[src/rtl/instr_mem_loader.sv]
// instr_mem_loader: writer side of the instruction memory.
// Takes a byte stream over valid/ready, packs four bytes big-endian into a
// 32-bit word and writes it at byte address (word index * 4). While a load is
// running the CPU is held so it never fetches a half-loaded image.
// Optional feature macro: INSTR_LOADER_CHECKSUM_EN adds a trailing checksum
// byte (XOR of all data bytes must cancel to 0x00) that is checked in CHK.
module instr_mem_loader #(
    parameter int DEPTH = 32,
    parameter int LEN_W = 6
) (
    input  logic             clk_i,
    input  logic             rst_i,
    input  logic             start_i,
    input  logic [LEN_W-1:0] len_i,
    input  logic             byte_valid_i,
    input  logic [7:0]       byte_data_i,
    output logic             byte_ready_o,
    output logic             mem_we_o,
    output logic [31:0]      mem_addr_o,
    output logic [31:0]      mem_wdata_o,
    output logic             busy_o,
    output logic             cpu_hold_o,
    output logic             done_o,
    output logic             err_o
);

    localparam int IDX_W = (DEPTH > 1) ? $clog2(DEPTH) : 1;

    typedef enum logic [2:0] {
        S_IDLE  = 3'd0,
        S_RECV  = 3'd1,
        S_WRITE = 3'd2,
`ifdef INSTR_LOADER_CHECKSUM_EN
        S_CHK   = 3'd3,
`endif
        S_DONE  = 3'd4
    } state_t;

    state_t           state_r;
    state_t           next_s;
    logic [LEN_W-1:0] len_r;
    logic [IDX_W-1:0] idx_r;
    logic [1:0]       cnt_r;
    logic [23:0]      shift_r;
    logic             accept_s;
    logic             len_bad_s;
    logic             last_word_s;
    logic             ready_next_s;
`ifdef INSTR_LOADER_CHECKSUM_EN
    logic [7:0]       csum_r;
    logic             chk_got_r;
`endif

    assign accept_s    = byte_valid_i & byte_ready_o;
    assign len_bad_s   = (len_i == {LEN_W{1'b0}}) || (len_i > LEN_W'(DEPTH));
    assign last_word_s = ((LEN_W'(idx_r) + LEN_W'(1)) == len_r);

    // Ready is registered, so it is derived from the state we are about to enter;
    // in CHK it drops as soon as the single checksum byte has been taken.
`ifdef INSTR_LOADER_CHECKSUM_EN
    assign ready_next_s = (next_s == S_RECV) ||
                          ((next_s == S_CHK) && !accept_s && !chk_got_r);
`else
    assign ready_next_s = (next_s == S_RECV);
`endif

    // State register.
    always_ff @(posedge clk_i or posedge rst_i) begin
        if (rst_i) begin
            state_r <= S_IDLE;
        end else begin
            state_r <= next_s;
        end
    end

    // Next-state logic.
    always_comb begin
        next_s = state_r;
        case (state_r)
            S_IDLE: begin
                if (start_i) begin
                    next_s = len_bad_s ? S_DONE : S_RECV;
                end else begin
                    next_s = S_IDLE;
                end
            end
            S_RECV: begin
                if (accept_s && (cnt_r == 2'd3)) begin
                    next_s = S_WRITE;
                end else begin
                    next_s = S_RECV;
                end
            end
            S_WRITE: begin
                if (last_word_s) begin
`ifdef INSTR_LOADER_CHECKSUM_EN
                    next_s = S_CHK;
`else
                    next_s = S_DONE;
`endif
                end else begin
                    next_s = S_RECV;
                end
            end
`ifdef INSTR_LOADER_CHECKSUM_EN
            S_CHK: begin
                if (chk_got_r) begin
                    next_s = S_DONE;
                end else begin
                    next_s = S_CHK;
                end
            end
`endif
            S_DONE:  next_s = S_IDLE;
            default: next_s = S_IDLE;
        endcase
    end

    // Datapath and registered outputs; flags follow the next state so they
    // line up with the cycle the FSM actually spends in that state.
    always_ff @(posedge clk_i or posedge rst_i) begin
        if (rst_i) begin
            byte_ready_o <= 1'b0;
            mem_we_o     <= 1'b0;
            mem_addr_o   <= 32'd0;
            mem_wdata_o  <= 32'd0;
            busy_o       <= 1'b0;
            cpu_hold_o   <= 1'b0;
            done_o       <= 1'b0;
            err_o        <= 1'b0;
            len_r        <= {LEN_W{1'b0}};
            idx_r        <= {IDX_W{1'b0}};
            cnt_r        <= 2'd0;
            shift_r      <= 24'd0;
`ifdef INSTR_LOADER_CHECKSUM_EN
            csum_r       <= 8'h00;
            chk_got_r    <= 1'b0;
`endif
        end else begin
            byte_ready_o <= ready_next_s;
            mem_we_o     <= (next_s == S_WRITE);
            busy_o       <= (next_s != S_IDLE);
            cpu_hold_o   <= (next_s != S_IDLE);
            done_o       <= (next_s == S_DONE);
            case (state_r)
                S_IDLE: begin
                    if (start_i) begin
                        if (len_bad_s) begin
                            err_o <= 1'b1;
                        end else begin
                            err_o     <= 1'b0;
                            len_r     <= len_i;
                            idx_r     <= {IDX_W{1'b0}};
                            cnt_r     <= 2'd0;
`ifdef INSTR_LOADER_CHECKSUM_EN
                            csum_r    <= 8'h00;
                            chk_got_r <= 1'b0;
`endif
                        end
                    end
                end
                S_RECV: begin
                    if (accept_s) begin
                        shift_r <= {shift_r[15:0], byte_data_i};
                        cnt_r   <= cnt_r + 2'd1;
`ifdef INSTR_LOADER_CHECKSUM_EN
                        csum_r  <= csum_r ^ byte_data_i;
`endif
                        if (cnt_r == 2'd3) begin
                            mem_wdata_o <= {shift_r, byte_data_i};
                            mem_addr_o  <= {{(30-IDX_W){1'b0}}, idx_r, 2'b00};
                        end
                    end
                end
                S_WRITE: begin
                    idx_r <= idx_r + IDX_W'(1);
                end
`ifdef INSTR_LOADER_CHECKSUM_EN
                S_CHK: begin
                    if (chk_got_r) begin
                        err_o <= (csum_r != 8'h00);
                    end else if (accept_s) begin
                        csum_r    <= csum_r ^ byte_data_i;
                        chk_got_r <= 1'b1;
                    end
                end
`endif
                default: begin
                end
            endcase
        end
    end

endmodule

[config.mk]
export PLATFORM = sky130hd
export DESIGN_NAME = instr_mem_loader
export DESIGN_NICKNAME = d
export VERILOG_FILES = /design/src/rtl/instr_mem_loader.sv
export SDC_FILE = /design/constraint.sdc
export NUM_CORES = 1
export LEC_CHECK = 0
export BUFFER_PORTS_ARGS = -buffer_cell sky130_fd_sc_hd__buf_2
export CORE_MARGIN = 4
export CORE_UTILIZATION = 53
export DETAILED_ROUTE_END_ITERATION = 16
export GPL_ROUTABILITY_DRIVEN = 1
export PLACE_DENSITY = 0.82
export RECOVER_POWER = 100
export SETUP_SLACK_MARGIN = 0.3
export SLEW_MARGIN = 20
export SYNTH_ARGS = -nofsm -noshare
export SYNTH_HDL_FRONTEND = slang
export SYNTH_SLANG_ARGS = --single-unit
[constraint.sdc]
create_clock -name clk_i -period 3 [get_ports clk_i]
set_input_delay 0.45 -clock clk_i [delete_from_list [all_inputs] [get_ports clk_i]]
set_output_delay 0.45 -clock clk_i [all_outputs]
set_load 0.02 [all_outputs]
**Yosys cells after proc, flatten, opt, wreduce, memory -nomap -nowiden**

Cells that the tools add are included.

- Bits of input ports: 18
- Logic and storage cells: 54
- Output and inout port bits: 70
- Flip-flop bits (word level): 82

- Equal/unequal tests: 10
- $lt $le $gt $ge: 1
- Reductions and logical operators: 13
- Muxes and demuxes: 13
- Bitwise operators: 2
- $add $sub $neg: 3

Operators by type and width:

| operator | count |
|---|---|
| $mux 5 | 2 |
| $pmux 5 s2 | 1 |
| $mux 3 | 3 |
| $pmux 3 s3 | 1 |
| $reduce_and 3->1 | 3 |
| $mux 2 | 4 |
| $add 5x1->6 const B | 1 |
| $eq 3x1->1 const B | 2 |
| $eq 3x2->1 const B | 2 |
| $eq 6x6->1 | 1 |
| $gt 6x6->1 const B | 1 |
| $logic_not 6->1 | 1 |
| $ne 2x2->1 const B | 3 |
| $add 5x1->5 const B | 1 |
| $pmux 2 s2 | 1 |
| $reduce_and 2->1 | 2 |
| $reduce_and 4->1 | 1 |
| $reduce_bool 2->1 | 2 |
| $eq 3x3->1 const B | 1 |
| $logic_not 3->1 | 1 |
| $reduce_bool 3->1 | 1 |
| $add 2x1->2 const B | 1 |
| $eq 2x2->1 const B | 1 |
| $and 1x1->1 | 1 |
| 4 further kinds | 4 |

**Logic depth before layout (Yosys ltp)**

- Depth after elaboration: 6
- Depth in mapped cells: 6

**Worst setup path before layout**

Ideal clock, no wire load.

- Kind: input -> register
- Start: in len_i[1]
- End: reg len_r[1]
- Required time: 2872 ps
- Data arrival time: 1648 ps
- Setup slack: 1224 ps
- Setup time: 128 ps
- Stages: 4
- Path buffers: 0
- Cell sequence: or4_4 o211ai_4 nand2_4 mux2_1

- Cells in the longest elaborated chain, start to end: 4
- Elaborated cells between the ends (all ways): 5
- Classes of those cells: 1 x order compare; 1 x bitwise; 3 x reduce/logical

RTL lines:

| item | RTL line | RTL |
|---|---|---|
| from (decl) | 14 | `input logic [LEN_W-1:0] len_i,` |
| $gt 6x6->1 / $logic_not 6->1 (equally long branches) | 55 | `assign len_bad_s = (len_i == {LEN_W{1'b0}}) \|\| (len_i > LEN_W'(DEPTH));` |
| $logic_or 1x1->1 | 55 |  |
| $not 1->1 (no line) | n/a |  |
| $reduce_and 3->1 (no line) | n/a |  |
| to (signal assigned) | 131 | `len_r <= {LEN_W{1'b0}};` |
| to (signal assigned) | 152 | `len_r <= len_i;` |
| to (decl) | 41 | `logic [LEN_W-1:0] len_r;` |

Parallel ways exist; a longest one is shown, timed or not.
A chain may end at the register's enable or synchronous reset.

**Final worst setup path**

- Start: reg state_r[2]
- End: reg len_r[4]

- Cells in the longest elaborated chain, start to end: 2

RTL lines:

| item | RTL line | RTL |
|---|---|---|
| from (decl) | 39 | `state_t state_r;` |
| from (signal assigned) | 72 | `state_r <= next_s;` |
| $logic_not 3->1 | 145 | `case (state_r)` |
| $reduce_and 3->1 (no line) | n/a |  |

No other way between the ends.

==> flow_summary.ini <==
[status]
status = finished, violations left
violations = capacitance limit, slew limit

[clock_tree]
cts_tree = built
cts-resized-gates = 0
cts_made_buffers = 9
clkSinkCount = 82
h-tree-depth = 3
clk_pin_slew_ns = 0.09
cts_buffer_depth = 2
postCtsSetupBuffers = 0
clk_latency_ns = 0.35
cts_root_buf = clkbuf_8
cts_hold_buf = 0

[critical_path]
path_cells = nor4b_1 -> nand4_2 -> nand2_4 -> mux2_1
critPathKind = reg2reg
required_ns = 3.23
critPathMaxFanout = 8
startpoint_type = flip-flop
rr_worst_depth = 4
regToRegSetupSlack_ns = 0.69
cp.arrival_ns = 2.54
regToRegStartpoint = state_r[2]$_DFF_PP0_
cp-end-kind = flip-flop
critical_path.slowest_cell = nor4b_1
crit_family = simple AND/OR/NAND/NOR gates
r2r-end = len_r[4]$_DFFE_PP0P_
cpPeakStageDelay_ns = 0.87
crit_buf_inv = 0

[final_layout]
layout_common_cells = dfrtp_1 (82), clkbuf_1 (43), mux2_1 (33)
design_area_um2 = 4010
stdcell_count = 425
layout_commonest_cell = dfrtp_1
drive_gt1_share_pct = 23.1
nFillCells = 627
area_growth_pct = 7.55
multi_input_area_um2 = 1320
diodes = 0
layout.nets = 344
regArea_um2 = 2050

[placement]
placed_cell_area_um2 = 3980
numPlacedInstances = 409
hpwl_um = 4650
io_buffers = 60
routabilityCongestion = 0.797

[flow_run]
cap_viol_max_count = 1

[floorplanning]
rows = 30
die-area_um2 = 8440
die_x_um = 91.9
die_y_um = 91.9
core-area_um2 = 6830
start_util_pct = 54.6
ioPinCount = 88

[power]
power_mw = 3.76
cellLeakagePower_nw = 1.95
power_density_nw_per_um2 = 938
max-vdd-ir-drop_mv = 0.464

[detailed_routing]
wirelength_um = 6520
drcViolationCount = 0
vias = 2129
dr.pass1.iters = 4
top_layer = met4
dr_wl_met2_um = 3150
antenna_left = 0
wl_met3_um = 414
wire_per_inst_um = 15.3
met1_length_um = 2880
vias_per_cell = 5.01
drtIter0Drc = 83

[timing]
drv_slew = 47
tightest_slew_ns = 2.02
skew_ns = 0.0140
tns_ns = 0
setup_violations = 0
max_freq_ghz = 0.433
rsz0062_at_grt = false
period_minus_slack_ns = 2.31
fin_crit_sh_pct = 77.0
slew_headroom_pct = -35.5
hold_violations = 0

[synthesis]
synth_edf_count = 0
synth_area_leaders = dfrtp_1 (55%), mux2_4 (13%), mux2_2 (9.7%)
yosys.area.top_type = dfrtp_1
synth.distinct_cells = 42
ys_seq_area_share_pct = 55.0
synthArstFlopShare_pct = 100
synth.avg_cell_area_um2 = 14.4
synth_cells = 259
ys_warn_count = 0
synth_top_area_share_pct = 55.0
netlist_area_um2 = 3730
dominantRegCellSynth = dfrtp_1
ys_seq_elements = 82

[grt]
track_usage_pct = 16.8
grt_pass1_wl_um = 11300
overflow = 0
grt_pass1_vias = 2324
grt_antenna_before_repair = 0
grt_max_degree = 47

[hold_path]
min_from = byte_data_i[0]
hold_end = mem_wdata_o[0]$_DFFE_PP0P_
min_path_type = in2reg
holdPathStages = 2
## Yosys cell counts, types with 2 or more instances
cell / n
nor2_1: 4
mux2_4: 32
a211o_1: 2
inv_1: 5
nor3_1: 3
xor2_1: 3
a31oi_1: 2
o31ai_1: 2
o21ai_0: 7
buf_12: 3
a211oi_1: 2
a21oi_1: 5
xnor2_1: 5
ha_1: 2
nand2_1: 7
dfrtp_1: 82
mux2_2: 32
nand3_1: 7
buf_4: 30
nand2_4: 2
## registers in the layout, summed over array words and instances (netlist names)
name / cells
byte_ready_o: 1
cnt_r: 2
cpu_hold_o: 1
done_o: 1
err_o: 1
idx_r: 5
len_r: 6
mem_addr_o: 5
mem_wdata_o: 32
mem_we_o: 1
shift_r: 24
state_r: 3
## worst max path at each step
stage	from	endpoint	slack, ns	cells past startpoint
final	state_r[2]$_DFF_PP0_	len_r[4]$_DFFE_PP0P_	0.69	4
after global placement	len_i[1]	len_r[1]$_DFFE_PP0P_	1.05	5
after CTS	state_r[1]$_DFF_PP0_	mem_wdata_o[21]$_DFFE_PP0P_	1.02	5
after detailed placement	len_i[1]	len_r[1]$_DFFE_PP0P_	1.03	5
after global routing	state_r[0]$_DFF_PP0_	len_r[3]$_DFFE_PP0P_	0.50	4
after floorplan	rst_i	byte_ready_o$_DFF_PP0_	0.44	1
## kinds of logic after synthesis
logic type,count (synthesis),synth area share [%]
XOR/XNOR,8,1.88
multiplexers,66,23.1
AND/OR/NAND/NOR,35,6.24
flip-flops,82,55.0
other,1,0.101
buffers and inverters,41,8.59
AO/OA/AOI/OAI,24,4.39
adder cells (fa/ha/maj),2,0.671
## worst reg2reg max path, stage by stage (launching register included)
cell	delay (ns)
dfrtp_1	0.42
nor4b_1	0.87
nand4_2	0.33
nand2_4	0.23
mux2_1	0.35
## metrics by stage
step	hold slack [ns]	setup WS, ns	util, %
finish	0.322	0.690	58.7
global route	0.328	0.502	58.7
CTS	0.228	1.02	61.5
detailed placement	0.492	1.03	58.2
global placement	0.486	1.05	58.2
floorplan	0.470	0.442	-
## final cells by class
type / instances / share of cell area [%]
Clock inverter: 7 / 2.53
Sequential cell: 82 / 51.2
Inverter: 6 / 0.717
Tap cell: 96 / 2.99
Multi-Input combinational cell: 162 / 32.9
Clock buffer: 9 / 3.09
Timing Repair Buffer: 63 / 6.64
## power by group
part           internal, mW  total [mW]  leakage [nW]  switching, mW
Combinational         0.469        1.08         0.783          0.613
Sequential             1.51        1.79          1.06          0.286
Clock                 0.476       0.888         0.106          0.412
## routing by layer
layer  GRT usage, %  up-vias
met3           4.35        9
met2           26.9       70
li1               -      986
met1           21.8     1064
met4           6.93        0
met5              0        -
No activity file was read; power rests on OpenSTA's default activity.
